## config.mk

```make
export PLATFORM = sky130hd
export DESIGN_NAME = spi_transmit
export DESIGN_NICKNAME = d
export VERILOG_FILES = /design/src/rtl/spi_transmit.sv
export SDC_FILE = /design/constraint.sdc
export NUM_CORES = 1
export LEC_CHECK = 0
export ABC_AREA = 1
export CAP_MARGIN = 20
export CORE_ASPECT_RATIO = 0.9
export CORE_MARGIN = 4
export CORE_UTILIZATION = 53
export DETAILED_ROUTE_END_ITERATION = 6
export PLACE_DENSITY = 0.75
export SETUP_SLACK_MARGIN = 0.4
export SYNTH_ARGS = -nofsm -noshare
export SYNTH_HDL_FRONTEND = slang
export SYNTH_SLANG_ARGS = --single-unit
```

## constraint.sdc

```tcl
create_clock -name clk -period 2.15 [get_ports clk]
set_input_delay 0.43 -clock clk [delete_from_list [all_inputs] [get_ports clk]]
set_output_delay 0.43 -clock clk [all_outputs]
set_load 0.05 [all_outputs]
```

## src/rtl/spi_transmit.sv

```systemverilog
// SPI mode-0 slave transmitter with a push FIFO, oversampled in the clk domain.
// Optional sticky underrun flag: define SPI_TX_UNDERRUN_EN.
module spi_transmit #(
  parameter int messageBits = 8,
  parameter int fifoDepth   = 4
) (
  input  logic                   clk,
  input  logic                   nRst,
  input  logic                   sck,
  input  logic                   cs,
  output logic                   sdo,
  input  logic [messageBits-1:0] txData,
  input  logic                   txValid,
  output logic                   txReady,
  output logic                   busy
`ifdef SPI_TX_UNDERRUN_EN
  ,
  output logic                   underrun
`endif
);

  localparam int cntW  = $clog2(messageBits + 1);
  localparam int ptrW  = $clog2(fifoDepth);
  localparam int fillW = $clog2(fifoDepth + 1);

  localparam logic [0:0] IDLE  = 1'b0;
  localparam logic [0:0] SHIFT = 1'b1;

  logic [2:0] sckSync;
  logic [2:0] csSync;
  logic       sckRise;
  logic       sckFall;
  logic       csRise;
  logic       csFall;

  logic [messageBits-1:0] mem [fifoDepth];
  logic [ptrW-1:0]        wrPtr;
  logic [ptrW-1:0]        rdPtr;
  logic [fillW-1:0]       count;
  logic                   full;
  logic                   empty;
  logic                   push;
  logic                   pop;

  logic [0:0]             state;
  logic [messageBits-1:0] shiftReg;
  logic [cntW-1:0]        bitCount;
  logic                   load;
  logic [messageBits-1:0] loadWord;

  // two-flop synchronizers plus a history flop for edge detection
  always_ff @(posedge clk or negedge nRst) begin
    if (!nRst) begin
      sckSync <= '0;
      csSync  <= '0;
    end else begin
      sckSync <= {sckSync[1:0], sck};
      csSync  <= {csSync[1:0], cs};
    end
  end

  assign sckRise = sckSync[1] & ~sckSync[2];
  assign sckFall = ~sckSync[1] & sckSync[2];
  assign csRise  = csSync[1] & ~csSync[2];
  assign csFall  = ~csSync[1] & csSync[2];
  assign busy    = csSync[1];

  assign full    = (count == fillW'(fifoDepth));
  assign empty   = (count == '0);
  assign txReady = ~full;
  assign push    = txValid & ~full;
  assign pop     = load & ~empty;

  assign loadWord = empty ? '0 : mem[rdPtr];

  // load request: frame start, or word boundary unless cs is dropping
  always_comb begin
    load = 1'b0;
    if (state == IDLE)
      load = csRise;
    else
      load = ~csFall & sckFall &
             (bitCount == cntW'(messageBits));
  end

  // FIFO storage, pointers and fill count
  always_ff @(posedge clk or negedge nRst) begin
    if (!nRst) begin
      wrPtr <= '0;
      rdPtr <= '0;
      count <= '0;
      for (int i = 0; i < fifoDepth; i++)
        mem[i] <= '0;
    end else begin
      if (push) begin
        mem[wrPtr] <= txData;
        wrPtr      <= wrPtr + ptrW'(1);
      end
      if (pop)
        rdPtr <= rdPtr + ptrW'(1);
      unique case ({push, pop})
        2'b10:   count <= count + fillW'(1);
        2'b01:   count <= count - fillW'(1);
        default: count <= count;
      endcase
    end
  end

  // frame state machine and shift register
  always_ff @(posedge clk or negedge nRst) begin
    if (!nRst) begin
      state    <= IDLE;
      shiftReg <= '0;
      bitCount <= '0;
    end else if (state == IDLE) begin
      bitCount <= '0;
      if (csRise) begin
        state    <= SHIFT;
        shiftReg <= loadWord;
      end
    end else begin
      if (csFall) begin
        state    <= IDLE;
        bitCount <= '0;
      end else if (sckRise) begin
        bitCount <= bitCount + cntW'(1);
      end else if (sckFall) begin
        if (load) begin
          shiftReg <= loadWord;
          bitCount <= '0;
        end else begin
          shiftReg <= shiftReg << 1;
        end
      end
    end
  end

  assign sdo = (state == SHIFT) & shiftReg[messageBits-1];

`ifdef SPI_TX_UNDERRUN_EN
  // sticky: set by an empty load, cleared by a frame that starts with data
  always_ff @(posedge clk or negedge nRst) begin
    if (!nRst)
      underrun <= 1'b0;
    else if (load && empty)
      underrun <= 1'b1;
    else if (state == IDLE && csRise && !empty)
      underrun <= 1'b0;
  end
`endif

endmodule

```

Yosys cells after proc, flatten, opt, wreduce, memory -nomap -nowiden
Cells that the tools add are included.

cells by class
  add/subtract/negate cells = 5
  order comparisons = 3
  equality and inequality tests = 9
  muxes and demuxes = 23
  bitwise gates (word level) = 18
  reduce and logical (&&, ||, !) cells = 6

operator list
  cell                                                                          number
  8-bit 2-to-1 mux                                                              10
  32-bit bitwise mux                                                            1
  4-bit 2-to-1 mux                                                              5
  8-bit binary-select mux with 2-bit select                                     1
  8-bit demux with 2-bit select                                                 1
  1-bit bitwise AND                                                             9
  1-bit NOT                                                                     7
  3-bit >= comparator, second input constant                                    2
  2-bit != test, second input constant                                          3
  2-bit NOT with 3-bit output                                                   2
  3-bit case mux with 2 select lines                                            1
  2-bit by 1-bit adder with 2-bit output, second input constant                 2
  4-bit by 1-bit adder with 4-bit output, second input constant                 1
  4-bit equality test, second input constant                                    1
  1-bit 2-to-1 mux                                                              4
  4-bit by 3-bit != test with 1-bit output, second input constant               1
  4-bit != test, second input constant                                          1
  4-bit AND reduction                                                           1
  2-bit nonzero test                                                            2
  3-bit by 1-bit adder with 3-bit output, second input constant                 1
  3-bit equality test, second input constant                                    1
  3-bit logical NOT                                                             1
  3-bit by 1-bit less-than comparator with 1-bit output, second input constant  1
  3-bit by 1-bit subtractor with 3-bit output, second input constant            1
  4 further kinds                                                               4

storage, ports and cells
  bits in registers = 58
  bits of input ports = 13
  output and inout bits = 3

Depth between registers and ports, before layout
Gate-level depths: netlist of run 1.

  depth after elaboration = 11
  gate-level depth with buffers = 14

Worst setup path before layout of run 1
OpenSTA, ideal clock, no wires.

  path type = register to register
  from = reg csSync[1]
  to = reg count[2]
  setup time = 0.124 ns
  data arrival time = 2.136 ns
  required time = 2.026 ns
  slack = -0.110 ns
  cell stages (with the launch flop) = 13
  buffers on the path = 0
  clock period less this slack = 2.260 ns
  cells stage by stage = dfrtp_1 -> nor2_1 -> nor2_2 -> nand2_1 -> nand2_1 -> nand2_2 -> inv_1 -> ha_1 -> inv_1 -> fa_1 -> a21oi_1 -> o21ai_0 -> xnor2_1

between the ends
  cells in the longest elaborated chain, start to end = 9
  elaborated cells between the ends (all ways) = 12
  those cells by class = eq/ne: 2; mux: 2; bitwise: 7; reduce/logical: 1

ends and longest elaborated chain
  element                                                                                       line  RTL
  from (decl)                                                                                   30    logic [2:0] csSync;
  from (signal assigned)                                                                        58    csSync <= {csSync[1:0], cs};
  1-bit NOT                                                                                     65    assign csFall = ~csSync[1] & csSync[2];
  1-bit bitwise AND                                                                             65
  1-bit NOT                                                                                     82    load = ~csFall & sckFall &
  1-bit bitwise AND (2 in a row)                                                                82
  1-bit 2-to-1 mux *                                                                            79    if (state == IDLE)
  1-bit bitwise AND *                                                                           72    assign pop = load & ~empty;
  named net pop                                                                                 43    logic pop;
  2-bit by 1-bit equality test with 1-bit output / 2-bit equality test (equally long branches)  101   unique case ({push, pop})
  3-bit case mux with 2 select lines / 2-bit nonzero test (equally long branches)               -
  to (signal assigned)                                                                          102   2'b10: count <= count + fillW'(1);
  to (signal assigned)                                                                          103   2'b01: count <= count - fillW'(1);
  to (signal assigned)                                                                          104   default: count <= count;
  to (decl)                                                                                     39    logic [fillW-1:0] count;

The timed path passes the listed nets; every way through them passes the cells marked *.
A chain may end at the register's enable or synchronous reset.

Final worst setup path of run 1
  from = reg sckSync[1]
  to = reg count[2]

between the ends
  cells in the longest elaborated chain, start to end = 8
  elaborated cells between the ends (all ways) = 10
  those cells by class = eq/ne: 2; mux: 2; bitwise: 5; reduce/logical: 1

ends and longest elaborated chain
  element                                                                                       line  RTL
  from (decl)                                                                                   29    logic [2:0] sckSync;
  from (signal assigned)                                                                        57    sckSync <= {sckSync[1:0], sck};
  1-bit NOT *                                                                                   63    assign sckFall = ~sckSync[1] & sckSync[2];
  1-bit bitwise AND *                                                                           63
  1-bit bitwise AND * (2 in a row)                                                              82
  1-bit 2-to-1 mux *                                                                            79
  1-bit bitwise AND *                                                                           72
  named net pop                                                                                 43
  2-bit by 1-bit equality test with 1-bit output / 2-bit equality test (equally long branches)  101
  3-bit case mux with 2 select lines / 2-bit nonzero test (equally long branches)               -

Marks and branches as above.

==> results of run 1 <==
==> layout make-up <==
| class | count | area [um2] | share of cell area |
|---|---|---|---|
| flip-flops and latches | 58 | 1450 | 0.419 |
| multi-input cells | 227 | 1280 | 0.369 |
| repair buffers | 34 | 295 | 0.0851 |
| inverters | 47 | 184 | 0.0530 |
| clock buffers | 9 | 124 | 0.0357 |
| well taps | 67 | 83.8 | 0.0242 |
| clock inverters | 7 | 46.3 | 0.0133 |
==> flip-flops by register name (all words and copies together), names as in the netlist <==
name	flops
state	1
shiftReg	8
sckSync	3
bitCount	4
wrPtr	2
count	3
rdPtr	2
mem	32
csSync	3
==> worst max path at each step <==
stage,slack [ns],startpoint,depth (start not counted),endpoint
3_5_place_dp,0.09,sckSync[1]$_DFF_PN0_,14,count[2]$_DFFE_PN0P_
3_3_place_gp,0.14,bitCount[0]$_DFFE_PN0P_,14,count[2]$_DFFE_PN0P_
2_1_floorplan,0.23,csSync[1]$_DFF_PN0_,12,count[2]$_DFFE_PN0P_
5_1_grt,-0.05,sckSync[1]$_DFF_PN0_,14,count[2]$_DFFE_PN0P_
6_report,0.10,sckSync[1]$_DFF_PN0_,14,count[2]$_DFFE_PN0P_
4_1_cts,0.12,sckSync[1]$_DFF_PN0_,14,count[2]$_DFFE_PN0P_
==> layer usage <==
layer	wire length (um)	track usage	up-vias
met1	2590	0.243	1080
met5	0	0	-
met2	2900	0.311	50
met4	87	0.0665	0
li1	-	-	1145
met3	301	0.0703	11
==> per-stage QoR <==
step                      cell area [um2]  hold WS (ns)   util
after floorplan                      2940         0.134      -
after global placement               3120         0.344  0.591
after detailed placement             3120         0.346  0.591
after CTS                            3390        0.0861  0.641
after global routing                 3470         0.103  0.656
final                                3470        0.0790  0.656
==> kinds of logic (layout without fill, tap and decap cells) <==
kind of cell,count (synthesis),count (layout),share of synthesized area
mux,1,1,0.00345
simple gates,162,162,0.247
compound gates,49,49,0.0954
buf+inv,56,97,0.0924
fa+ha+maj,10,10,0.0457
flops,58,58,0.501
xor+xnor,5,5,0.0151
==> critical path: stages, from the launching register on <==
cell,delay [ns]
dfrtp_1,0.38
inv_1,0.06
ha_2,0.19
nand2_2,0.05
nor2_2,0.10
nand2_1,0.09
nand2_1,0.09
nand2_2,0.07
inv_2,0.06
ha_4,0.13
inv_4,0.03
fa_2,0.34
a21oi_2,0.13
o21ai_1,0.08
xnor2_1,0.12
==> cell usage in the layout, fill, tap and decap left out, types with 3 or more instances in the layout <==
cell / count
xnor2_1: 3
nand3_2: 7
nor2_4: 3
ha_1: 5
clkinvlp_4: 3
buf_4: 17
nand2_4: 7
o21ai_1: 27
o21ai_2: 8
o21ai_0: 12
clkbuf_8: 9
inv_2: 6
dfrtp_1: 56
nand2_1: 86
nand3_1: 28
nand2_2: 3
inv_1: 38
clkdlybuf4s50_1: 11
clkinv_2: 3
nor2_1: 22
==> report_power, final <==
| part | internal (W) | switching (W) |
|---|---|---|
| clock | 0.000411 | 0.000445 |
| sequential | 0.00151 | 0.000267 |
| combinational | 0.000644 | 0.00103 |
==> what timing repair did <==
action | 4_1_cts | 5_1_grt
setup endpoints to repair | 4 | 9
endpoints found under the hold margin | 0 | 0
gates resized for setup | 5 | 21
pin swaps | 3 | 4
setup buffers | 12 | 3
hold buffers | 0 | 0
==> qor.csv, run 1 <==
metric,value,unit
Critical Path RT,2.38,ns
overall routed net length,5880,um
worst setup path class,reg -> reg,
Iteration-0 DRC Markers,131,
GRT Util Overall,0.194,
crit path max fanout,3,
Static Leak,1.75,nW
Post-Synthesis Net Count,364,
Worst-Skew Late Latency,0.35,ns
Total Nets Final,400,
flop2flop setup slack,0.10,ns
Mapped Cells,341,
CTS Sinks,58,
"Clk pin slew, worst setup/hold paths",0.07,ns
Remaining DRCs,0,
"top cells by count, synth","nand2_1 (88), dfrtp_1 (58), inv_1 (43)",
Area growth syn-to-layout,19.6,%
worst path arrival time,2.28,ns
ranking of synthesized cells by area,"dfrtp_1 (50%), nand2_1 (11%), nand3_1 (5.9%), inv_1 (5.6%), o21ai_1 (4.3%)",
Slew HR,0.720,
Critical Path Source Type,flip-flop,
Worst Tran Pin Value,0.420,ns
Fin Clk Skew,0.00645,ns
final setup fails,0,
Syn. warnings,0,
Row Count,25,
IO Pins,16,
CTS max path bufs,2,
Yosys reg bits,58,
most common cell in the synthesized netlist,nand2_1,
Critical R2R Capture,count[2]$_DFFE_PN0P_,
worst r2r src,sckSync[1]$_DFF_PN0_,
die height,78.2,um
worst reg-to-reg path cell count,14,
Setup crit end kind,flip-flop,
WL per Instance,13.1,um
Post-Place Setup Slack,0.0853,ns
GPL Wtd Cong,0.766,
status,finished clean,
Tot Pwr,0.00430,W
count of input and output buffers,15,
"Seq/Total Area, Yosys",0.501,
first-pass GRT wire length,10100,um
Hold Crit Class,in -> async,
DIE WIDTH,86.0,um
Post-DRT Antenna Nets,0,
fill cell count,414,
TritonCTS clock tree,built,
cell taking the most area after synthesis,dfrtp_1,
Core ar.,0.00529,mm2
Finished Layout Cells,449,
Num CTS Buffers,9,
"Period Utilization, post-route",0.953,
async set-reset flop share out of synthesis,1.00,
ant diodes,0,
area share of the largest cell type after synthesis,0.501,
HPWL after detailed placement,3660,um
Synth Flop Type,dfrtp_1,
largest net degree at the start of global routing,59,
setup tns final,0,ns
Avg Vias per Cell,5.09,
GRT Residual Overflow,0,
fin worst setup slack,0.101,ns
placed cells,418,
initial antenna violation count,0,
PD cells,1240,mW/mm2
number of synthesized flops with an enable pin,0,
RSZ-0062 raised after global routing,true,
fraction of layout instances using a drive strength above 1,0.225,
Slew Limit Fails,0,
root buf cell,clkbuf_8,
Die Area,0.00672,mm2
Syn Area/Cell,8.50,um2
count of cell types in the netlist,27,
routed via count,2286,
final hold viol count,0,
vias in the first global route,2213,
fmax,488,MHz
Mapped Area,0.00290,mm2
number of max-cap violations,0,
Pre-antenna DRT Iters,5,
minimum clock period,2.05,ns
H-tree Lvls,3,
peak supply drop,0.665,mV
Initial Util,0.548,
Power figures use the tool's default switching activity.
==> inputs of run 2 (changes only) <==
--- a/config.mk
+++ b/config.mk
@@ -13,6 +13,7 @@
 export DETAILED_ROUTE_END_ITERATION = 6
 export PLACE_DENSITY = 0.75
 export SETUP_SLACK_MARGIN = 0.4
+export SLEW_MARGIN = 5
 export SYNTH_ARGS = -nofsm -noshare
 export SYNTH_HDL_FRONTEND = slang
 export SYNTH_SLANG_ARGS = --single-unit
==> results of run 2 <==
Final layout, timing and power as in run 1 (identical DEF).
==> inputs of run 3 (changes only) <==
--- a/config.mk
+++ b/config.mk
@@ -9,11 +9,12 @@
 export CAP_MARGIN = 20
 export CORE_ASPECT_RATIO = 0.9
 export CORE_MARGIN = 4
-export CORE_UTILIZATION = 53
+export CORE_UTILIZATION = 45
 export DETAILED_ROUTE_END_ITERATION = 6
-export PLACE_DENSITY = 0.75
+export PLACE_DENSITY = 0.65
 export SETUP_SLACK_MARGIN = 0.4
 export SLEW_MARGIN = 5
 export SYNTH_ARGS = -nofsm -noshare
 export SYNTH_HDL_FRONTEND = slang
 export SYNTH_SLANG_ARGS = --single-unit
+export TNS_END_PERCENT = 100
==> run 3 against run 2 <==
Against the previous run: total power up 2.4%; flip-flop and latch count unchanged; worst setup slack better by 0.071 ns; combinational power about the same; core utilization down 9.8 points; first-iteration DRC count down 5.3%; largest power group unchanged; clock power up 13%; critical path depth unchanged; register-to-register slack better by 0.07 ns.
==> qor.csv, run 3 (synthesized netlist as in run 1, its figures left out) <==
metric,value,unit,change
max reg flops,32,,unchanged
GRT Residual Overflow,0,,unchanged
"commonest non-fill, non-tap cells in the layout","nand2_1 (88), dfrtp_1 (57), inv_1 (38), nand3_1 (34), o21ai_1 (26)",,
Iteration-0 DRC Markers,124,,-5.3%
Tot Pwr,0.00441,W,+2.4%
DIE WIDTH,92.6,um,+7.7%
Finished Layout Cells,466,,+3.8%
root buf cell,clkbuf_8,,
largest net degree at the start of global routing,32,,-46%
minimum clock period,1.98,ns,-0.0710 ns
Critical Path Source Type,flip-flop,,
Worst-Skew Late Latency,0.34,ns,about the same
Core ar.,0.00618,mm2,+17%
RSZ-0062 raised after global routing,true,,
Setup crit end kind,flip-flop,,
Slew HR,0.773,,+0.0528
CTS max path bufs,2,,unchanged
crit path max fanout,2,,-1
Pre-antenna DRT Iters,4,,-1
worst setup path class,reg -> reg,,
count of input and output buffers,15,,unchanged
Die Area,0.00779,mm2,+16%
PD cells,1280,mW/mm2,+2.9%
die height,84.1,um,+7.7%
top flop regs,"mem (32), shiftReg (8), bitCount (4)",,
Row Count,27,,+8.0%
status,finished clean,,
number of max-cap violations,0,,unchanged
GRT Util Overall,0.164,,-0.0302
GPL Wtd Cong,0.862,,+13%
WL per Instance,12.5,um,-4.8%
setup tns final,0,ns,unchanged
"Clk pin slew, worst setup/hold paths",0.06,ns,about the same
routed via count,2217,,-3.0%
Worst Tran Pin Value,0.337,ns,-0.0828 ns
Remaining DRCs,0,,unchanged
worst path arrival time,2.20,ns,-0.08 ns
placed inst area,0.00316,mm2,+1.0%
initial antenna violation count,0,,unchanged
TritonCTS clock tree,built,,
final hold viol count,0,,unchanged
Fin Clk Skew,0.00756,ns,+0.00111 ns
CTS Sinks,58,,unchanged
placed cells,439,,+5.0%
final setup fails,0,,unchanged
peak supply drop,0.647,mV,-2.7%
Critical Path RT,2.37,ns,about the same
Area growth syn-to-layout,19.0,%,
fill cell count,578,,+40%
first-pass GRT wire length,9990,um,-1.3%
"Period Utilization, post-route",0.920,,-0.0330
ant diodes,0,,unchanged
overall routed net length,5810,um,-1.2%
IO Pins,16,,unchanged
Finished Cell Area,0.00345,mm2,-0.51%
final core utilization,0.558,,-0.0979
Slew Limit Fails,0,,unchanged
HPWL after detailed placement,3850,um,+5.3%
H-tree Lvls,3,,unchanged
Initial Util,0.469,,-0.0795
fraction of layout instances using a drive strength above 1,0.187,,-0.0378
Reg with most FFs,mem,,
Hold Crit Class,reg -> reg,,
Total Nets Final,398,,-0.50%
vias in the first global route,2109,,-4.7%
Post-DRT Antenna Nets,0,,unchanged
"commonest non-fill, non-tap cell in the layout",nand2_1,,
Avg Vias per Cell,4.76,,-6.6%
Num CTS Buffers,9,,unchanged
Static Leak,1.74,nW,-0.72%
fmax,505,MHz,+3.6%
run 3: what timing repair did:
| action | in CTS | in global routing |
|---|---|---|
| hold buffers | 1 | 0 |
| resized for setup | 7 | 8 |
| setup endpoints to repair | 4 | 12 |
| hold endpoints to repair | 10 | 0 |
| pin swaps | 3 | 4 |
| setup buffers | 8 | 3 |
run 3: final cells by class:
| type | count | area (um2) | area share |
|---|---|---|---|
| Sequential cell | 58 | 1450 | 0.421 |
| Tap cell | 87 | 109 | 0.0315 |
| Multi-Input combinational cell | 227 | 1240 | 0.360 |
| Inverter | 47 | 186 | 0.0540 |
| Clock buffer | 12 | 145 | 0.0421 |
| Timing Repair Buffer | 32 | 275 | 0.0798 |
| Clock inverter | 3 | 40.0 | 0.0116 |
run 3: power breakdown:
part	internal [W]	switching, W	leakage, nW	total [W]
Combinational	0.000647	0.00102	0.915	0.00166
Clock	0.000557	0.000412	0.0962	0.000969
Sequential	0.00151	0.000263	0.726	0.00177
Total	0.00271	0.00169	1.74	0.00441
run 3: critical path, stage by stage, from the launching register on:
cell	delay [ns]
dfrtp_1	0.39
inv_2	0.09
ha_4	0.13
nand2_1	0.04
nor2_1	0.10
nand2_1	0.08
nand2_1	0.09
nand2_2	0.07
inv_2	0.06
ha_4	0.13
inv_4	0.03
fa_2	0.34
a21oi_2	0.12
o21ai_1	0.08
xnor2_1	0.12
run 3: stage by stage:
stage	setup WS (ns)	hold slack [ns]
after floorplan	0.226	0.134
after global placement	0.128	0.334
after detailed placement	0.102	0.335
after CTS	0.160	0.349
after global routing	0.0390	0.362
final	0.172	0.349
run 3: worst paths after layout:
path                                         startpoint                       to  slack [ns]  depth (start not counted)
worst min-delay path                csSync[0]$_DFF_PN0_      csSync[1]$_DFF_PN0_        0.35                          0
worst min register to register      csSync[0]$_DFF_PN0_      csSync[1]$_DFF_PN0_        0.35                          0
worst max register to register  bitCount[0]$_DFFE_PN0P_     count[2]$_DFFE_PN0P_        0.17                         14
min in group asynchronous                          nRst  shiftReg[6]$_DFFE_PN0P_        0.51                          2
worst max-delay path            bitCount[0]$_DFFE_PN0P_     count[2]$_DFFE_PN0P_        0.17                         14
max in group asynchronous                          nRst      mem[14]$_DFFE_PN0P_        1.11                          3
run 3: routing by layer:
layer  wire [um]  GRT usage  part of all wire
met5           0          0                 0
met2        2820      0.265              0.49
met1        2700      0.209              0.46
met3         187     0.0573             0.032
met4         107     0.0472             0.018
